**src/rtl/seven_segment_pkg.sv**
```systemverilog
// Shared constants and hex-to-segment glyph table for the seven-segment scan driver.
// Segment bit order is P,G,F,E,D,C,B,A (bit 7 down to bit 0), active-high.
package seven_segment_pkg;

   localparam logic [7:0] SEG_OFF = 8'h00;
   localparam int         DP_BIT  = 7;

   function automatic logic [7:0] hex_glyph(input logic [3:0] nibble);
      logic [7:0] g;
      g = SEG_OFF;
      case (nibble)
         4'h0: g = 8'h3F;
         4'h1: g = 8'h06;
         4'h2: g = 8'h5B;
         4'h3: g = 8'h4F;
         4'h4: g = 8'h66;
         4'h5: g = 8'h6D;
         4'h6: g = 8'h7D;
         4'h7: g = 8'h07;
         4'h8: g = 8'h7F;
         4'h9: g = 8'h6F;
         4'hA: g = 8'h77;
         4'hB: g = 8'h7C;
         4'hC: g = 8'h39;
         4'hD: g = 8'h5E;
         4'hE: g = 8'h79;
         default: g = 8'h71;
      endcase
      return g;
   endfunction

endpackage

```
**src/rtl/clk_tick_div.sv**
```systemverilog
// Free-running divider: tick is high for one clock every RATIO clocks (combinational from the count).
// No backpressure; counts continuously from reset.
module clk_tick_div #(
   parameter int RATIO = 100
) (
   input  logic clk,
   input  logic rst,
   output logic tick
);

   localparam int              CNT_W = (RATIO > 1) ? $clog2(RATIO) : 1;
   localparam logic [CNT_W-1:0] LAST = CNT_W'(RATIO - 1);

   logic [CNT_W-1:0] div_cnt;

   assign tick = (div_cnt == LAST);

   always_ff @(posedge clk or posedge rst) begin
      if (rst) begin
         div_cnt <= '0;
      end else if (tick) begin
         div_cnt <= '0;
      end else begin
         div_cnt <= div_cnt + CNT_W'(1);
      end
   end

endmodule

```
**src/rtl/seven_segment_scan.sv**
```systemverilog
// Multiplexed hex display driver with double-buffered contents, PWM dimming and frame pulse;
// outputs registered one clock after scan state, no backpressure. Option: SEVEN_SEGMENT_LZ_BLANK_EN.
module seven_segment_scan
   import seven_segment_pkg::*;
#(
   parameter int NUM_DIGITS     = 4,
   parameter int CLKDIV_RATIO   = 100,
   parameter bit SEG_ACTIVE_LOW = 1'b1,
   parameter bit SEL_ACTIVE_LOW = 1'b1,
   parameter int BRIGHT_W       = 4
) (
   input  logic                    clk,
   input  logic                    rst,
   input  logic [4*NUM_DIGITS-1:0] inp,
   input  logic [NUM_DIGITS-1:0]   dp_in,
   input  logic                    load,
   input  logic                    blank_lz,
   input  logic [BRIGHT_W-1:0]     brightness,
   output logic [NUM_DIGITS-1:0]   sel,
   output logic [7:0]              data,
   output logic                    frame_done
);

   localparam int               IDX_W    = (NUM_DIGITS > 1) ? $clog2(NUM_DIGITS) : 1;
   localparam logic [IDX_W-1:0] LAST_IDX = IDX_W'(NUM_DIGITS - 1);

   logic                        tick;
   logic                        frame_end;
   logic [IDX_W-1:0]            idx;
   logic [NUM_DIGITS-1:0][3:0]  inp_nib;
   logic [NUM_DIGITS-1:0][3:0]  stage_val;
   logic [NUM_DIGITS-1:0][3:0]  disp_val;
   logic [NUM_DIGITS-1:0]       stage_dp;
   logic [NUM_DIGITS-1:0]       disp_dp;
   logic [BRIGHT_W-1:0]         pwm_cnt;
   logic                        on;
   logic [NUM_DIGITS-1:0]       blank;
   logic [7:0]                  glyph;
   logic [NUM_DIGITS-1:0]       sel_q;
   logic [7:0]                  data_q;

   assign inp_nib = inp;

   clk_tick_div #(
      .RATIO (CLKDIV_RATIO)
   ) u_div (
      .clk  (clk),
      .rst  (rst),
      .tick (tick)
   );

   assign frame_end = tick && (idx == LAST_IDX);

   always_ff @(posedge clk or posedge rst) begin
      if (rst) begin
         idx <= '0;
      end else if (tick) begin
         idx <= (idx == LAST_IDX) ? '0 : idx + IDX_W'(1);
      end
   end

   // A load coinciding with the frame boundary bypasses staging so it is not delayed a frame.
   always_ff @(posedge clk or posedge rst) begin
      if (rst) begin
         stage_val <= '0;
         stage_dp  <= '0;
         disp_val  <= '0;
         disp_dp   <= '0;
      end else begin
         if (load) begin
            stage_val <= inp_nib;
            stage_dp  <= dp_in;
         end
         if (frame_end) begin
            disp_val <= load ? inp_nib : stage_val;
            disp_dp  <= load ? dp_in   : stage_dp;
         end
      end
   end

`ifdef SEVEN_SEGMENT_LZ_BLANK_EN
   // Walk down from the top digit; a digit blanks only while everything above it is zero too.
   always_comb begin
      logic zeros_above;
      zeros_above = 1'b1;
      blank       = '0;
      for (int i = NUM_DIGITS - 1; i >= 1; i--) begin
         zeros_above = zeros_above && (disp_val[i] == 4'h0);
         blank[i]    = blank_lz && zeros_above;
      end
   end
`else
   logic unused_blank_lz;
   assign unused_blank_lz = blank_lz;
   assign blank           = '0;
`endif

   always_comb begin
      glyph         = blank[idx] ? SEG_OFF : hex_glyph(disp_val[idx]);
      glyph[DP_BIT] = disp_dp[idx];
   end

   assign on = (brightness == {BRIGHT_W{1'b1}}) || (pwm_cnt < brightness);

   always_ff @(posedge clk or posedge rst) begin
      if (rst) begin
         pwm_cnt <= '0;
      end else begin
         pwm_cnt <= pwm_cnt + BRIGHT_W'(1);
      end
   end

   always_ff @(posedge clk or posedge rst) begin
      if (rst) begin
         sel_q      <= '0;
         data_q     <= SEG_OFF;
         frame_done <= 1'b0;
      end else begin
         frame_done <= frame_end;
         if (on) begin
            sel_q  <= NUM_DIGITS'(1) << idx;
            data_q <= glyph;
         end else begin
            sel_q  <= '0;
            data_q <= SEG_OFF;
         end
      end
   end

   // Polarity lives after the register so reset always lands on the inactive pin level.
   assign sel  = SEL_ACTIVE_LOW ? ~sel_q  : sel_q;
   assign data = SEG_ACTIVE_LOW ? ~data_q : data_q;

endmodule

```
**config.mk**
```make
export PLATFORM = sky130hd
export DESIGN_NAME = seven_segment_scan
export DESIGN_NICKNAME = d
export VERILOG_FILES = /design/src/rtl/seven_segment_pkg.sv /design/src/rtl/clk_tick_div.sv /design/src/rtl/seven_segment_scan.sv
export SDC_FILE = /design/constraint.sdc
export NUM_CORES = 1
export LEC_CHECK = 0
export ABC_AREA = 1
export BUFFER_PORTS_ARGS = -buffer_cell sky130_fd_sc_hd__buf_2
export CAP_MARGIN = 20
export CORE_MARGIN = 10
export CORE_UTILIZATION = 57
export CTS_CLUSTER_SIZE = 24
export DETAILED_ROUTE_END_ITERATION = 10
export PLACE_DENSITY = 0.87
export SLEW_MARGIN = 20
export SYNTH_ARGS = -nofsm -noshare
export SYNTH_HDL_FRONTEND = slang
export SYNTH_SLANG_ARGS = --single-unit
```
**constraint.sdc**
```tcl
create_clock -name clk -period 3.1 [get_ports clk]
set_clock_uncertainty 0.2 [all_clocks]
set_input_delay 0.465 -clock clk [delete_from_list [all_inputs] [get_ports clk]]
set_output_delay 0.465 -clock clk [all_outputs]
set_load 0.005 [all_outputs]
```
Word level (Yosys, flattened, before mapping)
Memories as Yosys holds them, arrays and structs flattened.
Cells that the tools add are included.
- bits in read-only memories: 112
- bits in registers: 66
- word-level logic and storage cells: 43
- output and inout port bits: 13
- bits of input ports: 28
- memories kept: 1
- mux-type cells: 13
- $add $sub $neg: 3
- bitwise gates (word level): 2
- order comparisons: 2
- equality and inequality tests: 3
- reduce and logical (&&, ||, !) cells: 2
- shift operators: 1
- memory list (memory ; words ; bits a word ; read ports ; clocked after Yosys merged registers in ; wr ports ; RTL line ; source):
    (name not given) ; 16 ; 7 ; 1 ; 0 ; 0 ; seven_segment_pkg.sv:11 ; case (nibble)
- operators by type and width (cell ; number):
    $mux 16 ; 1
    $mux 7 ; 2
    $mux 4 ; 3
    $bmux 4 s2 ; 1
    $mux 8 ; 1
    $not 8->8 ; 1
    $add 7x1->7 const B ; 1
    $eq 7x7->1 const B ; 1
    $add 4x1->4 const B ; 1
    $bmux 1 s2 ; 2
    $eq 4x4->1 const B ; 1
    $lt 4x4->1 ; 1
    $not 4->4 ; 1
    $shl 1x2->4 const A ; 1
    $lt 2x3->1 const B ; 1
    $add 2x1->2 const B ; 1
    $eq 2x2->1 const B ; 1
    $mux 1 ; 2
    $mux 2 ; 1
    $logic_and 1x1->1 ; 1
    $logic_or 1x1->1 ; 1

Longest topological paths before layout
Gate-level depths: netlist of the first run.
An unclocked memory read counts as a cell.
- word-level depth: 5
- depth in mapped cells: 12
- gate-level depth less buffers: 11

Cells and area by module
Synthesis of the first run repeated with hierarchy kept, for this count alone.
- cells, all modules: 340
- area total of the unflattened synthesis: 3223.1 sq um
- by module, submodules not included (module ; cells an instance ; instances ; area an instance (sq um)):
    seven_segment_scan ; 298 ; 1 ; 2872.8
    clk_tick_div ; 42 ; 1 ; 350.3

Worst setup path after synthesis of the first run
Ideal clock, no wire load.
- path type: reg-to-reg
- start point: register idx[0]
- end point: register data_q[3]
- path buffers: 1
- arrival time: 1.413 ns
- cell stages (with the launch flop): 11
- slack: 1.365 ns
- clock period less this slack: 1.735 ns
- library setup time: 0.121 ns
- cell sequence: dfrtp_1 inv_1 buf_6 nand2_1 nand3_1 nand2_1 ha_1 nand3_1 nand3_1 nand2_1 nor2_1
- cells in the longest elaborated chain, start to end: 5
- ends and longest elaborated chain (element ; RTL line ; source):
    start, declared ; seven_segment_scan.sv:29 ; logic [IDX_W-1:0] idx;
    start signal, assigned ; seven_segment_scan.sv:58 ; idx <= (idx == LAST_IDX) ? '0 : idx + IDX_W'(1);
    $bmux 4 s2 ; seven_segment_scan.sv:99 ; glyph = blank[idx] ? SEG_OFF : hex_glyph(disp_val[idx]);
    $mux 4 (implied by the code) ; seven_segment_scan.sv:99 ;
    $mem_v2 16x7 ; - ;
    $mux 7 (*) ; seven_segment_scan.sv:99 ;
    $mux 8 (*) ; seven_segment_scan.sv:120 ; if (on) begin
    end signal, assigned ; seven_segment_scan.sv:122 ; data_q <= glyph;
    end, declared ; seven_segment_scan.sv:40 ; logic [7:0] data_q;
Mark *: on every way between the ends. The rest lies on a longest branch, timed or not. The select of a mux whose other input is x is not followed.
A chain may end at the register's enable or synchronous reset.

Worst setup path after layout of the first run
- start point: register idx[0]
- end point: register data_q[5]
The elaborated chain is that of the path after synthesis.

==> impl_metrics.json, run 1 <==
{
  "cpPeakStageDelay_ns": 0.60,
  "clk_pin_slew_ns": 0.07,
  "path_common_cell": "nand2_1",
  "synth.avg_cell_area_um2": 9.62,
  "rsz0062_at_grt": "false",
  "synth_top_family_by_area": "simple AND/OR/NAND/NOR gates",
  "p_leak_nw": 1.90,
  "h-tree-depth": 3,
  "start_kind": "flop",
  "slew_viol_final": 0,
  "dieArea_um2": 9000,
  "critPathMaxFanout": 14,
  "dp_cells": 437,
  "ios": 41,
  "drt_iter0_markers": 173,
  "start_util": 0.584,
  "ys_top_cells_by_area": "dfrtp_1 52%, nand2_1 8.9%, mux2_2 7.1%",
  "hold_depth": 2,
  "cts_tree": "built",
  "cts_setup_buffers": 0,
  "syn_nets": 375,
  "hold_viol_final": 0,
  "grt_max_degree": 42,
  "grt_util_all_layers": 0.143,
  "ctsResizeCount": 0,
  "rr_worst_depth": 10,
  "num_vias": 2262,
  "drive_gt1_frac": 0.275,
  "routedWlPerCell_um": 12.7,
  "hp-class": "in -> reg",
  "cpMaxStageDelayCell": "dfrtp_1",
  "clk_path_buf_depth": 2,
  "max-cap-violations": 0,
  "fin_cells": 454,
  "critical_path_buf_inv_count": 1,
  "r2r_setup_slack_ns": 0.75,
  "criticalPathCategory": "reg -> reg",
  "clkLatencyLatePin_ns": 0.34,
  "finalCritPeriodShare": 0.758,
  "vias_per_cell": 4.98,
  "min_period_ns": 2.35,
  "hold_ws_ns": 0.172,
  "final_cell_mix": "76 x nand2_1, 66 x dfrtp_1, 52 x inv_1",
  "cts-root-buf": "clkbuf_8",
  "place_ws_ns": 0.826,
  "end_kind": "flop",
  "grt_overflow": 0,
  "antenna_found_initial": 0,
  "coreArea_um2": 5470,
  "antenna_left": 0,
  "r2r-start": "idx[0]$_DFFE_PP0N_",
  "crit_chain": "inv_1 > nand2_1 > nand2_1 > nand2_1 > nand2_1 > ha_1 > nand3b_1 > nand3_1 > nand2_1 > nor2_1",
  "muxShareOfSynthArea": 0.0705,
  "drc": 0,
  "synth_cell_types": 24,
  "synth-seq-cells": 66,
  "rows": 27,
  "die_w_um": 94.9,
  "layout_setup_ws_ns": 0.750,
  "cts.sinks": 66,
  "grt_first_pass_wirelength_um": 10300,
  "seq_area_frac_synth": 0.517,
  "antenna_cells": 0,
  "worst_pin_slew_ns": 0.495,
  "cp.required_ns": 3.16,
  "p_per_area_nw_per_um2": 483,
  "p_total_mw": 1.76,
  "yosysTopAreaCell": "dfrtp_1",
  "fmax_mhz": 426,
  "synth_area_um2": 3190,
  "min_to": "stage_val[13]$_DFF_PP0_",
  "synth.top_cell.area_share": 0.517,
  "ctsHoldBuffers": 1,
  "area_growth_pct": 14.3,
  "run_status": "finished clean",
  "synthSimpleGateAreaFrac": 0.176,
  "synthXorXnorAreaFrac": 0.00823,
  "hp-start": "inp[13]",
  "nets": 420,
  "first_global_vias": 2376,
  "synth_compound_area_frac": 0.0787,
  "cp.arrival_ns": 2.41,
  "drt_first_pass_iters": 4,
  "gp_congestion": 0.936,
  "yosys_warnings": 0,
  "r2r-end": "data_q[5]$_DFF_PP0_",
  "setup_viol": 0,
  "dp_hpwl_um": 4250,
  "slew_headroom": 0.670,
  "fin_setup_tns_ns": 0,
  "synth_fa_ha_area_frac": 0.0588,
  "final_common_cell": "nand2_1",
  "port_buffers": 39,
  "cpLargestDelayFamily": "simple AND/OR/NAND/NOR gates",
  "synthCells": 332,
  "numCtsBuffers": 9,
  "peakVddDrop_uv": 327,
  "wl_um": 5780,
  "die_y_um": 94.9
}
==> final cells by class <==
cell class | instances | area [µm²]
tap | 72 | 90.1
timing repair buffer | 44 | 235
clock inverter | 5 | 77.6
fill | 446 | 1820
sequential | 66 | 1650
clock buffer | 11 | 141
multi-input combinational | 202 | 1250
inverter | 54 | 203
==> cells in the mapped netlist <==
cell type and count:
xnor2_1 1, o21bai_1 1, and3_1 1, buf_2 4, nand3_1 24, xor2_1 2, inv_1 53, nand3b_1 1
o21ai_0 7, o21ai_2 19, inv_2 1, a21boi_0 1, ha_1 15, buf_6 6, dfrtp_1 66, mux2_2 20
nand2_2 3, nand2_1 76, nor3_1 3, nand3_2 1, nor3_2 1, nor2_1 18, a21oi_1 7, nor4_4 1
==> worst register-to-register path, delay by kind of cell, from the launching register on <==
| kind | cells | cell delay [ns] |
|---|---|---|
| AND/OR/NAND/NOR | 8 | 0.89 |
| flip-flops | 1 | 0.60 |
| buffers and inverters | 1 | 0.34 |
| adder cells (fa/ha/maj) | 1 | 0.26 |
==> cells by family after synthesis <==
family / after synthesis
flops: 66
buf+inv: 64
fa+ha+maj: 15
compound gates: 35
xor+xnor: 3
simple gates: 129
mux: 20
==> sequential cells by signal, indices dropped and copies added, names as in the netlist <==
register       cells
u_div.div_cnt      7
stage_val         16
pwm_cnt            4
frame_done         1
data_q             8
sel_q              4
idx                2
disp_val          16
disp_dp            4
stage_dp           4
==> metal layers <==
metal / global-route usage / part of all wire / vias to the layer above
met2: 0.251 / 0.52 / 46
met5: 0 / 0 / -
met4: 0.0748 / 0.020 / 0
met1: 0.154 / 0.41 / 1072
met3: 0.0373 / 0.056 / 11
li1: - / - / 1133
==> metrics by stage <==
stage / utilization / area [µm²]
global placement: 0.625 / 3420
detailed placement: 0.625 / 3420
global route: 0.667 / 3650
finish: 0.667 / 3650
floorplan: - / 3190
CTS: 0.667 / 3650
==> worst max path at each step <==
stage | from | end | cells after the start
after floorplan | rst | data_q[0]$_DFF_PP0_ | 1
after detailed placement | idx[0]$_DFFE_PP0N_ | data_q[5]$_DFF_PP0_ | 10
after global placement | idx[0]$_DFFE_PP0N_ | data_q[5]$_DFF_PP0_ | 10
final | idx[0]$_DFFE_PP0N_ | data_q[5]$_DFF_PP0_ | 10
after global routing | idx[0]$_DFFE_PP0N_ | data_q[5]$_DFF_PP0_ | 10
after CTS | idx[0]$_DFFE_PP0N_ | data_q[5]$_DFF_PP0_ | 10
==> power breakdown <==
group          total [mW]  leakage [nW]  switching, mW  internal (mW)
combinational      0.0872          1.07         0.0450         0.0422
clock               0.781         0.109          0.310          0.472
sequential          0.895         0.725        0.00653          0.889
(Power assumes the default switching activity.)
==> inputs of run 2 (changes only) <==
--- a/config.mk
+++ b/config.mk
@@ -9,10 +9,10 @@
 export BUFFER_PORTS_ARGS = -buffer_cell sky130_fd_sc_hd__buf_2
 export CAP_MARGIN = 20
 export CORE_MARGIN = 10
-export CORE_UTILIZATION = 57
+export CORE_UTILIZATION = 52
 export CTS_CLUSTER_SIZE = 24
 export DETAILED_ROUTE_END_ITERATION = 10
-export PLACE_DENSITY = 0.87
+export PLACE_DENSITY = 0.84
 export SLEW_MARGIN = 20
 export SYNTH_ARGS = -nofsm -noshare
 export SYNTH_HDL_FRONTEND = slang
==> constraint.sdc (replaced) <==
create_clock -name clk -period 1.9 [get_ports clk]
set_clock_uncertainty 0.2 [all_clocks]
set_input_delay 0.285 -clock clk [delete_from_list [all_inputs] [get_ports clk]]
set_output_delay 0.285 -clock clk [all_outputs]
set_load 0.005 [all_outputs]
==> run 2 against run 1 <==
Core utilization is 0.96 points lower; sequential share of layout area is 3.1 points lower; register-to-register slack worse by 0.66 ns; largest cell class unchanged; largest power group unchanged.
==> impl_metrics.json, run 2 (synthesized netlist as in run 1, its figures left out) <==
{
  "cp.required_ns": 1.98,
  "fin_cells": 483,
  "critPathCapture": "disp_val[7]$_DFFE_PP0P_",
  "finalCritPeriodShare": 0.951,
  "p_leak_nw": 1.99,
  "cts-root-buf": "clkbuf_8",
  "crit_chain": "ha_1 > inv_1 > nor4_4 > buf_12 > nand2_1 > o21ai_2",
  "clkLatencyLatePin_ns": 0.35,
  "dieArea_um2": 9680,
  "antenna_cells": 0,
  "p_sw_mw": 0.664,
  "top_regs": "disp_val: 16 flops, stage_val: 16 flops, data_q: 8 flops",
  "multi_input_area_um2": 1290,
  "slew_viol_final": 0,
  "vias_per_cell": 4.95,
  "run_status": "finished clean",
  "drc": 0,
  "grt_max_degree": 43,
  "h-tree-depth": 3,
  "ff_latch_area_um2": 1650,
  "rsz0062_at_grt": "true",
  "wl_um": 6250,
  "clkPwrFrac": 0.392,
  "die_y_um": 98.4,
  "max-cap-violations": 0,
  "rows": 28,
  "grt_overflow": 0,
  "fillers": 449,
  "slew_headroom": 0.650,
  "hold_viol_final": 0,
  "area_growth_pct": 22.6,
  "cts_tree": "built",
  "p_total_mw": 2.69,
  "num_vias": 2393,
  "criticalPathCategory": "reg -> reg",
  "r2r-end": "disp_val[7]$_DFFE_PP0P_",
  "r2r-start": "idx[0]$_DFFE_PP0N_",
  "grt_first_pass_wirelength_um": 10700,
  "combPwrFrac": 0.065,
  "dp_hpwl_um": 4330,
  "r2r_setup_slack_ns": 0.09,
  "drive_gt1_frac": 0.299,
  "start_kind": "flop",
  "fmax_mhz": 553,
  "end_kind": "flop",
  "final_common_cell": "nand2_1",
  "drt_first_pass_iters": 4,
  "peakVddDrop_uv": 438,
  "cpPeakStageDelay_ns": 0.45,
  "p_per_area_nw_per_um2": 686,
  "coreArea_um2": 5960,
  "dp_cells": 446,
  "hp-class": "in -> reg",
  "cp.arrival_ns": 1.89,
  "final_cell_mix": "72 x nand2_1, 66 x dfrtp_1, 51 x inv_1",
  "min_period_ns": 1.81,
  "port_buffers": 39,
  "antenna_left": 0,
  "critPathMaxFanout": 41,
  "numCtsBuffers": 9,
  "first_global_vias": 2438,
  "rr_worst_depth": 6,
  "crit_start": "idx[0]$_DFFE_PP0N_",
  "switching_share": 0.247,
  "cpMaxStageDelayCell": "dfrtp_1",
  "antenna_found_initial": 0,
  "start_util": 0.536,
  "ios": 41,
  "grt_util_all_layers": 0.132,
  "worst_pin_slew_ns": 0.525,
  "setup_viol": 0,
  "clk_path_buf_depth": 2,
  "clk_pin_slew_ns": 0.08,
  "p_int_mw": 2.02,
  "hold_ws_ns": 0.0181,
  "die_w_um": 98.4,
  "drt_iter0_markers": 114,
  "gp_congestion": 0.845,
  "cts.sinks": 66,
  "nets": 446,
  "fin_setup_tns_ns": 0,
  "seqPwrFrac": 0.543,
  "routedWlPerCell_um": 12.9
}
==> run 2: critical path, delay by kind of cell, from the launching register on <==
| family | cells | cell delay [ns] |
|---|---|---|
| simple gates | 2 | 0.46 |
| flops | 1 | 0.45 |
| buf+inv | 2 | 0.36 |
| fa+ha+maj | 1 | 0.18 |
| compound gates | 1 | 0.08 |
==> run 2: stage by stage <==
step | util | instance area [µm²] | setup WS, ns
floorplan | - | 3200 | 0.165
global route | 0.658 | 3920 | -0.0223
CTS | 0.649 | 3860 | 0.0537
finish | 0.658 | 3920 | 0.0928
global placement | 0.586 | 3490 | 0.125
detailed placement | 0.586 | 3490 | 0.0706
==> run 2: layer usage <==
| layer | part of all wire | up-vias | GRT usage |
|---|---|---|---|
| met5 | 0 | - | 0 |
| met4 | 0.014 | 0 | 0.0595 |
| met3 | 0.056 | 12 | 0.0472 |
| met2 | 0.51 | 53 | 0.228 |
| met1 | 0.42 | 1144 | 0.141 |
| li1 | - | 1184 | - |
==> run 2: worst min path at each step <==
stage | start | endpoint | slack, ns | depth (start not counted)
after global placement | rst | stage_dp[1]$_DFF_PP0_ | 0.17 | 3
final | inp[2] | stage_val[2]$_DFF_PP0_ | 0.02 | 2
after detailed placement | rst | stage_dp[1]$_DFF_PP0_ | 0.20 | 3
after floorplan | rst | data_q[0]$_DFF_PP0_ | 0.23 | 1
after CTS | inp[2] | stage_val[2]$_DFF_PP0_ | 0.004 | 2
after global routing | inp[2] | stage_val[2]$_DFF_PP0_ | 0.01 | 2
==> run 2: layout make-up <==
| class | instances | share of cell area |
|---|---|---|
| flip-flops and latches | 66 | 0.422 |
| multi-input cells | 202 | 0.330 |
| repair buffers | 70 | 0.126 |
| inverters | 54 | 0.0527 |
| clock buffers | 9 | 0.0316 |
| well taps | 75 | 0.0240 |
| clock inverters | 7 | 0.0137 |
==> run 2: what timing repair did <==
item / in CTS / in global routing
gates resized for setup: 0 / 11
hold endpoints to repair: 85 / 0
buffers inserted: 0 / 1
hold buffers: 20 / 0
setup endpoints to repair: 0 / 8
==> run 2: power groups by stage <==
stage | Sequential (mW) | Clock, mW | Combinational, mW
floorplan | 1.48 | 0 | 0.0929
global placement | 1.49 | 0 | 0.139
detailed placement | 1.49 | 0 | 0.147
CTS | 1.46 | 1.08 | 0.178
global route | 1.46 | 1.14 | 0.196
finish | 1.46 | 1.05 | 0.174
